$ cat src/rtl/connect4_pkg.sv
// Shared types and board constants for the Connect Four drop/draw sequencer.
package connect4_pkg;

  localparam int NUM_COLS_DEF  = 7;
  localparam int NUM_ROWS_DEF  = 6;
  localparam int PIX_PER_BLOCK = 16;

  typedef logic [2:0] col_t;
  typedef logic [2:0] row_t;
  typedef logic [3:0] pix_t;

  typedef enum logic [2:0] {
    ST_IDLE    = 3'd0,
    ST_CHECK   = 3'd1,
    ST_PREVIEW = 3'd2,
    ST_HOLD    = 3'd3,
    ST_FINAL   = 3'd4,
    ST_COMMIT  = 3'd5
  } state_t;

endpackage

$ cat src/rtl/drop_draw_control_if.sv
// Request and datapath signal bundle between the game FSM, the sequencer and the VGA datapath.
interface drop_draw_control_if;
  import connect4_pkg::*;

  // Handshake: drop_req is sampled only while busy=0; once taken, busy stays high until
  // the cycle after the single drop_ack pulse (drop_reject qualifies that pulse). A request
  // raised while busy is dropped, never queued.
  logic drop_req;
  col_t drop_col;
  logic drop_player;
  logic busy;
  logic drop_ack;
  logic drop_reject;
  pix_t pixel_count;
  col_t location;
  row_t decoded_height;
  logic go;
  logic player;
  logic plot;
  logic board_full;

  modport master (
    output drop_req, drop_col, drop_player,
    input  busy, drop_ack, drop_reject, pixel_count, location, decoded_height,
           go, player, plot, board_full
  );

  modport slave (
    input  drop_req, drop_col, drop_player,
    output busy, drop_ack, drop_reject, pixel_count, location, decoded_height,
           go, player, plot, board_full
  );

endinterface

$ cat src/rtl/column_height_tracker.sv
// Per-column fill heights: one read port, one saturating increment, and a board-full flag.
module column_height_tracker
  import connect4_pkg::*;
#(
  parameter int NUM_COLS = NUM_COLS_DEF,
  parameter int NUM_ROWS = NUM_ROWS_DEF
) (
  input  logic clk,
  input  logic resetn,
  input  col_t rd_col,
  output row_t rd_height,
  output logic rd_full,
  input  logic inc,
  output logic board_full
);

  row_t height_q [NUM_COLS];
  row_t height_d [NUM_COLS];

  always_comb begin
    for (int c = 0; c < NUM_COLS; c++) begin
      height_d[c] = height_q[c];
      if (inc && (int'(rd_col) == c) && (int'(height_q[c]) < NUM_ROWS)) begin
        height_d[c] = height_q[c] + 3'd1;
      end
    end
  end

  always_ff @(posedge clk or negedge resetn) begin
    if (!resetn) begin
      for (int c = 0; c < NUM_COLS; c++) height_q[c] <= '0;
    end else begin
      height_q <= height_d;
    end
  end

  // Out-of-range columns read as empty; the caller rejects them on the index alone.
  always_comb begin
    rd_height = '0;
    for (int c = 0; c < NUM_COLS; c++) begin
      if (int'(rd_col) == c) rd_height = height_q[c];
    end
  end

  assign rd_full = (int'(rd_height) == NUM_ROWS);

  always_comb begin
    board_full = 1'b1;
    for (int c = 0; c < NUM_COLS; c++) begin
      if (int'(height_q[c]) != NUM_ROWS) board_full = 1'b0;
    end
  end

endmodule

$ cat src/rtl/drop_draw_control.sv
// Connect Four drop sequencer: validates a column, sweeps the 16-pixel block, commits the height.
// Define DROP_PREVIEW_EN to draw a preview above the board and hold before the final draw.
module drop_draw_control
  import connect4_pkg::*;
#(
  parameter int NUM_COLS    = NUM_COLS_DEF,
  parameter int NUM_ROWS    = NUM_ROWS_DEF,
  parameter int HOLD_CYCLES = 8
) (
  input  logic               clk,
  input  logic               resetn,
  drop_draw_control_if.slave bus,
  output state_t             dbg_state
);

  localparam pix_t PIX_LAST = pix_t'(PIX_PER_BLOCK - 1);

  state_t state_q, state_d;
  pix_t   pix_q, pix_d;
  col_t   loc_q, loc_d;
  row_t   dh_q, dh_d;
  logic   player_q, player_d;
  logic   go_q, go_d;
  logic   inc_c, ack_c, reject_c, plot_c;
  row_t   rd_height;
  logic   rd_full, board_full, col_bad;

`ifdef DROP_PREVIEW_EN
  localparam int HOLD_W = (HOLD_CYCLES > 1) ? $clog2(HOLD_CYCLES) : 1;
  logic [HOLD_W-1:0] hold_q, hold_d;

  always_ff @(posedge clk or negedge resetn) begin
    if (!resetn) hold_q <= '0;
    else         hold_q <= hold_d;
  end
`else
  logic unused_hold_cfg;
  assign unused_hold_cfg = (HOLD_CYCLES > 0);
`endif

  column_height_tracker #(
    .NUM_COLS (NUM_COLS),
    .NUM_ROWS (NUM_ROWS)
  ) u_heights (
    .clk        (clk),
    .resetn     (resetn),
    .rd_col     (loc_q),
    .rd_height  (rd_height),
    .rd_full    (rd_full),
    .inc        (inc_c),
    .board_full (board_full)
  );

  assign col_bad = (int'(loc_q) >= NUM_COLS);

  always_ff @(posedge clk or negedge resetn) begin
    if (!resetn) begin
      state_q  <= ST_IDLE;
      pix_q    <= '0;
      loc_q    <= '0;
      dh_q     <= '0;
      player_q <= 1'b0;
      go_q     <= 1'b0;
    end else begin
      state_q  <= state_d;
      pix_q    <= pix_d;
      loc_q    <= loc_d;
      dh_q     <= dh_d;
      player_q <= player_d;
      go_q     <= go_d;
    end
  end

  always_comb begin
    state_d  = state_q;
    pix_d    = pix_q;
    loc_d    = loc_q;
    dh_d     = dh_q;
    player_d = player_q;
    go_d     = go_q;
    inc_c    = 1'b0;
    ack_c    = 1'b0;
    reject_c = 1'b0;
    plot_c   = 1'b0;
`ifdef DROP_PREVIEW_EN
    hold_d   = hold_q;
`endif
    case (state_q)
      ST_IDLE: begin
        if (bus.drop_req) begin
          loc_d    = bus.drop_col;
          player_d = bus.drop_player;
          go_d     = 1'b0;
          state_d  = ST_CHECK;
        end
      end
      ST_CHECK: begin
        if (col_bad || rd_full) begin
          ack_c    = 1'b1;
          reject_c = 1'b1;
          state_d  = ST_IDLE;
        end else begin
          dh_d  = rd_height;
          pix_d = '0;
`ifdef DROP_PREVIEW_EN
          state_d = ST_PREVIEW;
`else
          go_d    = 1'b1;
          state_d = ST_FINAL;
`endif
        end
      end
`ifdef DROP_PREVIEW_EN
      ST_PREVIEW: begin
        plot_c = 1'b1;
        if (pix_q == PIX_LAST) begin
          pix_d   = '0;
          hold_d  = '0;
          state_d = ST_HOLD;
        end else begin
          pix_d = pix_q + 4'd1;
        end
      end
      ST_HOLD: begin
        if (int'(hold_q) == HOLD_CYCLES - 1) begin
          go_d    = 1'b1;
          state_d = ST_FINAL;
        end else begin
          hold_d = hold_q + HOLD_W'(1);
        end
      end
`endif
      ST_FINAL: begin
        plot_c = 1'b1;
        if (pix_q == PIX_LAST) begin
          pix_d   = '0;
          state_d = ST_COMMIT;
        end else begin
          pix_d = pix_q + 4'd1;
        end
      end
      ST_COMMIT: begin
        inc_c   = 1'b1;
        ack_c   = 1'b1;
        state_d = ST_IDLE;
      end
      default: state_d = ST_IDLE;
    endcase
  end

  assign bus.busy           = (state_q != ST_IDLE);
  assign bus.drop_ack       = ack_c;
  assign bus.drop_reject    = reject_c;
  assign bus.pixel_count    = pix_q;
  assign bus.location       = loc_q;
  assign bus.decoded_height = dh_q;
  assign bus.go             = go_q;
  assign bus.player         = player_q;
  assign bus.plot           = plot_c;
  assign bus.board_full     = board_full;
  assign dbg_state          = state_q;

endmodule

$ cat src/flat_wrapper.sv
// flat-port wrapper written by rule: the top's interface ports become plain ports
module drop_draw_control_flat import connect4_pkg::*;
#(
  parameter int NUM_COLS    = NUM_COLS_DEF,
  parameter int NUM_ROWS    = NUM_ROWS_DEF,
  parameter int HOLD_CYCLES = 8
)
  (clk, resetn, dbg_state, bus_drop_req, bus_drop_col, bus_drop_player, bus_busy, bus_drop_ack, bus_drop_reject, bus_pixel_count, bus_location, bus_decoded_height, bus_go, bus_player, bus_plot, bus_board_full);
  drop_draw_control_if bus_i ();
  input  logic clk;
  input  logic resetn;
  output state_t dbg_state;
  input wire logic [$bits(bus_i.drop_req)-1:0] bus_drop_req;
  input wire logic [$bits(bus_i.drop_col)-1:0] bus_drop_col;
  input wire logic [$bits(bus_i.drop_player)-1:0] bus_drop_player;
  output wire logic [$bits(bus_i.busy)-1:0] bus_busy;
  output wire logic [$bits(bus_i.drop_ack)-1:0] bus_drop_ack;
  output wire logic [$bits(bus_i.drop_reject)-1:0] bus_drop_reject;
  output wire logic [$bits(bus_i.pixel_count)-1:0] bus_pixel_count;
  output wire logic [$bits(bus_i.location)-1:0] bus_location;
  output wire logic [$bits(bus_i.decoded_height)-1:0] bus_decoded_height;
  output wire logic [$bits(bus_i.go)-1:0] bus_go;
  output wire logic [$bits(bus_i.player)-1:0] bus_player;
  output wire logic [$bits(bus_i.plot)-1:0] bus_plot;
  output wire logic [$bits(bus_i.board_full)-1:0] bus_board_full;
  assign bus_i.drop_req = bus_drop_req;
  assign bus_i.drop_col = bus_drop_col;
  assign bus_i.drop_player = bus_drop_player;
  assign bus_busy = bus_i.busy;
  assign bus_drop_ack = bus_i.drop_ack;
  assign bus_drop_reject = bus_i.drop_reject;
  assign bus_pixel_count = bus_i.pixel_count;
  assign bus_location = bus_i.location;
  assign bus_decoded_height = bus_i.decoded_height;
  assign bus_go = bus_i.go;
  assign bus_player = bus_i.player;
  assign bus_plot = bus_i.plot;
  assign bus_board_full = bus_i.board_full;
  drop_draw_control #(.NUM_COLS(NUM_COLS), .NUM_ROWS(NUM_ROWS), .HOLD_CYCLES(HOLD_CYCLES)) u_core (.clk(clk), .resetn(resetn), .bus(bus_i), .dbg_state(dbg_state));
endmodule
$ cat config.mk
export PLATFORM = sky130hd
export DESIGN_NAME = drop_draw_control_flat
export DESIGN_NICKNAME = d
export VERILOG_FILES = /design/src/rtl/connect4_pkg.sv /design/src/rtl/drop_draw_control_if.sv /design/src/rtl/column_height_tracker.sv /design/src/rtl/drop_draw_control.sv /design/src/flat_wrapper.sv
export SDC_FILE = /design/constraint.sdc
export NUM_CORES = 1
export LEC_CHECK = 0
export BUFFER_PORTS_ARGS = -buffer_cell sky130_fd_sc_hd__clkbuf_2
export CORE_ASPECT_RATIO = 1.5
export CORE_MARGIN = 4
export CORE_UTILIZATION = 50
export DETAILED_ROUTE_END_ITERATION = 12
export MAX_ROUTING_LAYER = met4
export PLACE_DENSITY = 0.77
export SYNTH_ARGS = -nofsm -noshare
export SYNTH_HDL_FRONTEND = slang
export SYNTH_SLANG_ARGS = --single-unit
$ cat constraint.sdc
create_clock -name clk -period 3.02 [get_ports clk]
set_input_delay 0.302 -clock clk [delete_from_list [all_inputs] [get_ports clk]]
set_output_delay 0.302 -clock clk [all_outputs]
set_load 0.01 [all_outputs]
Word-level counts from Yosys, hierarchy flattened
Cells that the tools add are included.

storage, ports and cells
  bits in registers = 36
  bits of input ports = 7
  output and inout bits = 20
  word-level logic and storage cells = 105

operators by class
  $add $sub $neg = 8
  magnitude comparators = 8
  equality and inequality tests = 21
  muxes and demuxes = 29
  bitwise logic cells = 1
  reductions and logical operators = 25

operators with widths
  kind                                                  count
  2-to-1 mux 3 bit                                      10
  adder 3 x 1 -> 3 bit (second input constant)          7
  less-than comparator 3 bit (second input constant)    7
  != test 3 x 2 -> 1 bit (second input constant)        7
  equality test 3 bit (second input constant)           6
  logical AND 1 bit                                     14
  2-to-1 mux 1 bit                                      13
  equality test 3 x 2 -> 1 bit (second input constant)  3
  one-hot mux 3 bit (3 select lines)                    1
  2-to-1 mux 4 bit                                      2
  one-hot mux 4 bit (2 select lines)                    1
  AND reduction 2 bit                                   4
  logical NOT 3 bit                                     2
  adder 4 x 1 -> 4 bit (second input constant)          1
  equality test 4 bit (second input constant)           1
  != test 2 bit (second input constant)                 2
  one-hot mux 1 bit (2 select lines)                    2
  nonzero test 2 bit                                    2
  equality test 3 x 1 -> 1 bit (second input constant)  1
  >= comparator 3 bit (second input constant)           1
  AND reduction 3 bit                                   1
  nonzero test 3 bit                                    1
  != test 2 x 1 -> 1 bit (second input constant)        1
  logical OR 1 bit                                      1
  inverter 1 bit                                        1

Logic depth before layout (Yosys ltp)
Gate-level depths: netlist of run 1.

  depth after elaboration = 12
  mapped depth = 8
  gate-level depth less buffers = 7

Cells and area by module
Synthesis of run 1 repeated with hierarchy kept, for this count alone.

unflattened totals
  cell total of the unflattened synthesis = 209
  area total of the unflattened synthesis = 2088.3 µm²

by module, submodules not included
  module                 instances  cells an instance  area each (µm²)  seq. area each (µm²)
  column_height_tracker  1          152                1418.9           525.5
  drop_draw_control      1          57                 669.4            350.3

Least setup slack after synthesis of run 1
No wires, ideal clock.

  path type = register -> output
  start point = reg u_core.loc_q[0], in the netlist u_core.bus.location[0]
  end point = out bus_drop_ack
  arrival time = 1.771 ns
  required time = 2.718 ns
  slack = 0.947 ns
  cell stages (with the launch flop) = 8
  path buffers = 2
  path through = dfrtp_1 -> buf_6 -> mux2_2 -> o21ai_1 -> a32o_1 -> or3_1 -> buf_2 -> a31oi_1

on the way
  word-level cells in the longest chain between the ends = 12
  elaborated cells between the ends (all ways) = 19
  those cells by class = order compare (1); eq/ne (7); mux (9); reduce/logical (2)

RTL lines
  what                                    line                         source
  from (decl)                             drop_draw_control.sv:20      col_t loc_q, loc_d;
  from (signal assigned)                  drop_draw_control.sv:67      loc_q <= loc_d;
  logical NOT 3 bit                       column_height_tracker.sv:41  if (int'(rd_col) == c) rd_height = height_q[c];
  2-to-1 mux 3 bit (7 in series)          column_height_tracker.sv:41
  equality test 3 x 2 -> 1 bit            column_height_tracker.sv:45  assign rd_full = (int'(rd_height) == NUM_ROWS);
  logical OR 1 bit (*)                    drop_draw_control.sv:98      if (col_bad || rd_full) begin
  2-to-1 mux 1 bit (*)                    drop_draw_control.sv:98
  one-hot mux 1 bit (2 select lines) (*)  drop_draw_control.sv:88      case (state_q)
  to (decl)                               flat_wrapper.sv:17           output wire logic [$bits(bus_i.drop_ack)-1:0] bus_drop_ack;

Every way passes the cells marked *; elsewhere a longest branch is shown, timed or not.

Final worst setup path of run 1
  start point = reg u_core.loc_q[2], in the netlist u_core.bus.location[2]
  end point = out bus_drop_ack

Same word-level chain as after synthesis.

==> flow_summary.ini, run 1 <==
[status]
status = finished clean

[final_layout]
drive_above_1_share_pct = 19.4
nets = 253
final_cell_mix = 34 x dfrtp_1, 25 x clkbuf_2, 20 x nand2_1, 20 x o21ai_0
fillers = 360
post-route-cell-area_um2 = 2270
antenna_cells = 0
synthToLayoutAreaGrowth_pct = 12.1
final_common_cell = dfrtp_1

[sta]
hold_violations = 0
period_share_pct = 91.9
setup_viol = 0
fin_ws_ps = 244
finalCriticalPeriod_ps = 2780
final.setup_skew_ps = 5.70
worst_pin_slew_ps = 847
final.setup.tns_ps = 0
slew_viol_final = 0
max_freq_mhz = 360
maxSlewHeadroom_pct = 43.5
rsz0062_at_grt = no

[power_and_ir_drop]
p_switching_uw = 876
pwr_density_cell_nw_per_um2 = 926
p_leak_uw = 0.00109
swShare_pct = 41.7
peakVddDrop_mv = 0.544
pwr-share-comb_pct = 40.9
seq_power_share_pct = 41.7
internal_power_uw = 1220
p_clk_share_pct = 17.4

[die]
initial_utilization_pct = 51.6
io_pins = 27
fp-row-count = 28
core_area_um2 = 3920
die_w_um = 59.9
die_h_um = 85.9
die-area_um2 = 5150

[yosys]
synth_top_family_by_area = compound AO/OA/AOI/OAI gates
yosysSeqAreaShare_pct = 43.3
postSynthCellCount = 206
syn_nets = 228
synth.avg_cell_area_um2 = 9.82
synth-adder-area-share_pct = 9.28
synth_xor_area_share_pct = 3.46
ys_ff_latch = 35
yosys_warnings = 0
synthSimpleGateAreaFrac_pct = 12.9
synth-compound-area-share_pct = 17.0
netlist_area_um2 = 2020
muxShareOfSynthArea_pct = 8.04
ys_types = 38

[clock_tree]
cts_made_buffers = 5
cts_htree_levels = 2
clock_sinks = 35
clockRootBuffer = clkbuf_8
clkTransAtPathRegs_ps = 70
clk_path_buf_depth = 2
holdBufCountCts = 0
clk_latency_ps = 280
cts_tree = done

[routing]
drc = 0
wl_um = 4340
post_drt_wl_per_cell_um = 15.7
drt-pass1-iter-count = 4
via_per_inst = 5.72
vias = 1585
final_antenna_net_count = 0
drt_iter0_drc = 42

[run]
maxCapViolations = 0

[place]
numPortBuffers = 25
place_ws_ps = 473
place_area_um2 = 2170
gp_congestion = 0.839
hpwl_um = 3150

[worst_setup_path]
regToRegSetupSlack_ps = 870
endpoint_kind = output pin
cp.required_ps = 2720
start_kind = register
path_class = register to output pin
worstPathArrival_ps = 2470
crit_fanout = 14

[global_route]
overflow = 0
antenna_found_initial = 0
grt_max_degree = 36
grt_pass1_vias = 1604
grt_pass1_wl_um = 7310
grtUsageTotal_pct = 19.3

[worst_hold_path]
hold_path_class = input pin to async pin
[per-layer routing]
| metal | GRT usage (%) | part of all wire [%] | vias up |
|---|---|---|---|
| met1 | 20.9 | 40 | 755 |
| met3 | 3.92 | 4.1 | 10 |
| met4 | 7.86 | 2.2 | 0 |
| met2 | 33.5 | 54 | 40 |
| met5 | - | 0 | - |
| li1 | - | - | 780 |
[worst paths after layout]
check                           cells after the start                      to              startpoint
worst max-delay path                                6            bus_drop_ack  u_core.bus.location[2]
worst min-delay path                                1           u_core.bus.go                  resetn
worst max register to register                      5           u_core.bus.go  u_core.bus.location[2]
worst min register to register                      1       u_core.bus.player       u_core.bus.player
max in group asynchronous                           1  u_core.bus.location[0]                  resetn
min in group clk                                    3  u_core.bus.location[1]         bus_drop_col[1]
[cell usage after synthesis, drive strengths merged]
cell type  instances  area, um^2
a21o               2        15.0
a21oi             12        60.1
a22o               2        17.5
a22oi              2        15.0
a31oi              5        31.3
a32o               1        10.0
a32oi              1        8.76
a41oi              3        26.3
and3               4        25.0
buf                7        50.1
clkbuf             3        11.3
conb               1        3.75
dfrtp             35         876
ha                15         188
inv               15        56.3
mux2              10         113
mux2i              5        50.1
nand2             20        75.1
nand2b             4        25.0
nand3              6        30.0
nand3b             3        22.5
nand4              4        25.0
nor2               1        3.75
nor2b              6        37.5
nor3               1        5.00
nor4               1        6.26
o211ai             4        30.0
o21ai             21         105
o21bai             1        7.51
o221ai             1        8.76
o32ai              1        8.76
or3                1        6.26
xnor2              7        61.3
xor2               1        8.76
[power by group through the flow]
stage | sequential [uW] | combinational, uW | clock [uW]
global route | 906 | 968 | 399
floorplan | 822 | 635 | 0
CTS | 870 | 872 | 376
finish | 875 | 859 | 366
detailed placement | 875 | 850 | 0
global placement | 874 | 824 | 0
[state kept, by name, summed over array words and instances (netlist names)]
| signal | cells |
|---|---|
| u_core.u_heights.height_q | 21 |
| u_core.bus.decoded_height | 3 |
| u_core.bus.location | 3 |
| u_core.dbg_state | 2 |
| u_core.bus.go | 1 |
| u_core.bus.pixel_count | 4 |
| u_core.bus.player | 1 |
[area by class of cell]
cell class	instances	area (um^2)	share of cell area, %
clock buffers	8	100	4.42
flip-flops and latches	35	877	38.7
repair buffers	28	148	6.51
multi-input cells	146	1030	45.4
well taps	45	56.3	2.48
inverters	15	56.3	2.48
[critical path, stage by stage, from the launching register on]
cell and delay, ps:
dfrtp_1 520, nor2b_1 410, o211ai_1 150, and3_1 220
or3_1 490, a31oi_1 240, clkbuf_2 160
[per-stage QoR]
stage	total power, uW	hold WS, ps	utilization, %	std cells
finish	2100	110	57.8	277
global route	2270	173	57.8	277
CTS	2120	147	57.7	277
detailed placement	1730	456	55.2	269
global placement	1700	442	55.2	269
floorplan	1460	6.41	-	206
[repair_timing]
| item | 4_1_cts | 5_1_grt |
|---|---|---|
| buffers inserted | 0 | 0 |
| resized for setup | 0 | 1 |
| endpoints found under the setup margin | 0 | 1 |
[cell families after synthesis]
logic type,Yosys count
and+or+nand+nor,51
buffers and inverters,25
xor gates and xnor gates,8
other,1
muxes,15
DFF,35
adders and majority gates,15
AOI/OAI and AO/OA,56
Note: power is estimated with default switching activity, not from simulation.
==> inputs of run 2 (changes only) <==
- PLACE_DENSITY: 0.77 -> 0.71
- SYNTH_HIERARCHICAL: not set -> 1
==> run 2 against run 1 <==
  * Combinational power increased by 7.0%
  * Utilization fell by 0.48 points
  * Worst setup slack better by 27 ps
  * Register-to-register slack lost 490 ps
  * Clock skew up 0.58 ps
  * Final cell count grew 0.72%
  * Power is 4.5% higher
  * Count of clock-buffer cells in the layout is 1 lower
  * Global-route usage down 0.98 points
  * Hold slack better by 13 ps
  * Sequential share of layout area fell by 0.36 points
  * Critical path type unchanged
  * Largest cell class unchanged
  * Highest routed layer unchanged
==> flow_summary.ini, run 2 <==
[clock_tree]
clk_path_buf_depth = 2
clk_latency_ps = 280
cts_htree_levels = 2
cts_tree = done
clkTransAtPathRegs_ps = 70
clockRootBuffer = clkbuf_8
clock_sinks = 35
cts_setup_buffers = 0
cts_made_buffers = 5

[yosys]
ys_ff_latch = 35
synthFlopType = dfrtp_1
syn_nets = 231
yosysTopAreaCellShare_pct = 41.9
synth_edf_count = 0
yosys_warnings = 6
synthArstFlopShare_pct = 100
postSynthCellCount = 209
synth_common_cells = 35 x dfrtp_1, 15 x a21oi_1, 15 x ha_1, 13 x o21ai_0
netlist_area_um2 = 2090
synth_most_common_cell = dfrtp_1
synth.avg_cell_area_um2 = 9.99
ys_types = 45
yosysTopAreaCell = dfrtp_1
yosysSeqAreaShare_pct = 41.9
synth_area_leaders = dfrtp_1 42%, ha_1 9.0%, a21oi_1 3.6%, nand2b_1 3.6%, o21ai_0 3.1%

[worst_setup_path]
worstReg2RegEnd = u_core/bus.decoded_height[2]
r2r-start = u_core/bus.location[2]
ff2ff_path_depth = 7
cp_cell_sequence = inv_1 > a32oi_1 > and3_1 > nor4bb_1 > a31o_1 > nor2b_1 > clkbuf_2
cp.required_ps = 2720
path_delay_family = flip-flops
path_class = register to output pin
endpoint_kind = output pin
slowest_delay_ps = 780
cpMaxStageDelayCell = dfrtp_1
critPathBufInv = 2
worstPathArrival_ps = 2450
start_kind = register
regToRegSetupSlack_ps = 380
crit_fanout = 23

[routing]
wl_um = 4380
drt_iter0_drc = 59
post_drt_wl_per_cell_um = 15.7
drc = 0
drt-pass1-iter-count = 4
via_per_inst = 5.82
vias = 1623
final_antenna_net_count = 0

[place]
hpwl_um = 3260
numPortBuffers = 25
gp_congestion = 0.907

[die]
io_pins = 27
fp-row-count = 28
die_w_um = 60.8
die_h_um = 87.2
initial_utilization_pct = 52.3
die-area_um2 = 5300
core_area_um2 = 3990

[sta]
rsz0062_at_grt = no
final.setup.tns_ps = 0
setup_viol = 0
period_share_pct = 91.0
slew_viol_final = 0
max_freq_mhz = 364
finalCriticalPeriod_ps = 2750
worst_pin_slew_ps = 876
hold_violations = 0
maxSlewHeadroom_pct = 41.6
final.setup_skew_ps = 6.28

[power_and_ir_drop]
peakVddDrop_mv = 0.679
pwr-share-comb_pct = 41.9
p_switching_uw = 934
seq_power_share_pct = 43.6
p_clk_share_pct = 14.6
internal_power_uw = 1260
pwr_density_cell_nw_per_um2 = 959
swShare_pct = 42.5
p_leak_uw = 0.00108

[final_layout]
synthToLayoutAreaGrowth_pct = 9.59
postLayoutCoreUtil_pct = 57.3
final_cell_mix = 34 x dfrtp_1, 25 x clkbuf_2, 15 x a21oi_1, 15 x ha_1, 13 x o21ai_0
largest-register = u_core/u_heights/height_q
antenna_cells = 0
drive_above_1_share_pct = 19.2
final_common_cell = dfrtp_1
nets = 255
largest_reg_flops = 21

[worst_hold_path]
hold_path_class = input pin to async pin

[run]
maxCapViolations = 0

[global_route]
grt_pass1_vias = 1502
grtUsageTotal_pct = 18.4
overflow = 0
antenna_found_initial = 0
grt_pass1_wl_um = 7040
grt_max_degree = 36

[status]
status = finished clean
-- run 2: changes by cell type after synthesis, moves of 4 or more --
| cell | before | now |
|---|---|---|
| nand2b_1 | 4 | 12 |
| nor2_1 | 1 | 8 |
| nor2b_1 | 6 | 10 |
| mux2_4 | 0 | 4 |
| o21ai_0 | 20 | 13 |
| mux2_2 | 9 | 5 |
| nand2_1 | 20 | 9 |
-- run 2: worst max path at each step --
stage | cells after the start | to | from
finish | 7 | bus_drop_reject | u_core/bus.location[2]
global route | 7 | bus_drop_reject | u_core/bus.location[2]
CTS | 7 | bus_drop_reject | u_core/bus.location[1]
detailed placement | 7 | u_core/bus.decoded_height[2] | u_core/bus.location[1]
global placement | 7 | u_core/bus.decoded_height[0] | u_core/bus.location[1]
floorplan | 10 | u_core/bus.decoded_height[0] | u_core/bus.location[1]
-- run 2: kinds of logic after synthesis --
logic type	after synthesis	synth area share [%]
AOI/OAI and AO/OA	55	16.7
other	1	0.180
adders and majority gates	15	8.99
and+or+nand+nor	62	16.3
DFF	35	41.9
buffers and inverters	21	5.39
muxes	13	7.55
xor gates and xnor gates	7	2.94
-- run 2: layout make-up --
type / count / area, um^2
Fill cell: 357 / 1710
Multi-Input combinational cell: 153 / 1100
Sequential cell: 35 / 877
Timing Repair Buffer: 25 / 125
Clock buffer: 7 / 76.3
Tap cell: 45 / 56.3
Inverter: 13 / 48.8
Clock inverter: 1 / 5.00
-- run 2: stage by stage --
stage          hold WS (ps)  instances  area (um^2)  setup WS (ps)  total power [uW]
6_report                123        279         2290            271              2190
3_5_place_dp            466        271         2210            321              1880
5_1_grt                 208        279         2290           48.5              2380
2_1_floorplan          6.41        209         2090            724              1620
3_3_place_gp            463        271         2210            433              1860
4_1_cts                 158        279         2290            188              2210
-- run 2: what timing repair did --
item	CTS	global route
endpoints found under the setup margin	0	2
hold buffers	0	0
gates resized for setup	0	1
-- run 2: layer usage --
metal	global-route usage, %	routed length [um]	vias up
li1	-	-	788
met2	32.1	2300	45
met3	4.15	210	7
met5	-	0	-
met4	5.33	81	0
met1	20.3	1790	783
-- run 2: power groups by stage --
stage,clock network [uW],logic (uW),registers (uW)
global route,358,1030,993
CTS,331,927,952
detailed placement,0,920,962
finish,320,919,956
global placement,0,902,959
floorplan,0,760,857
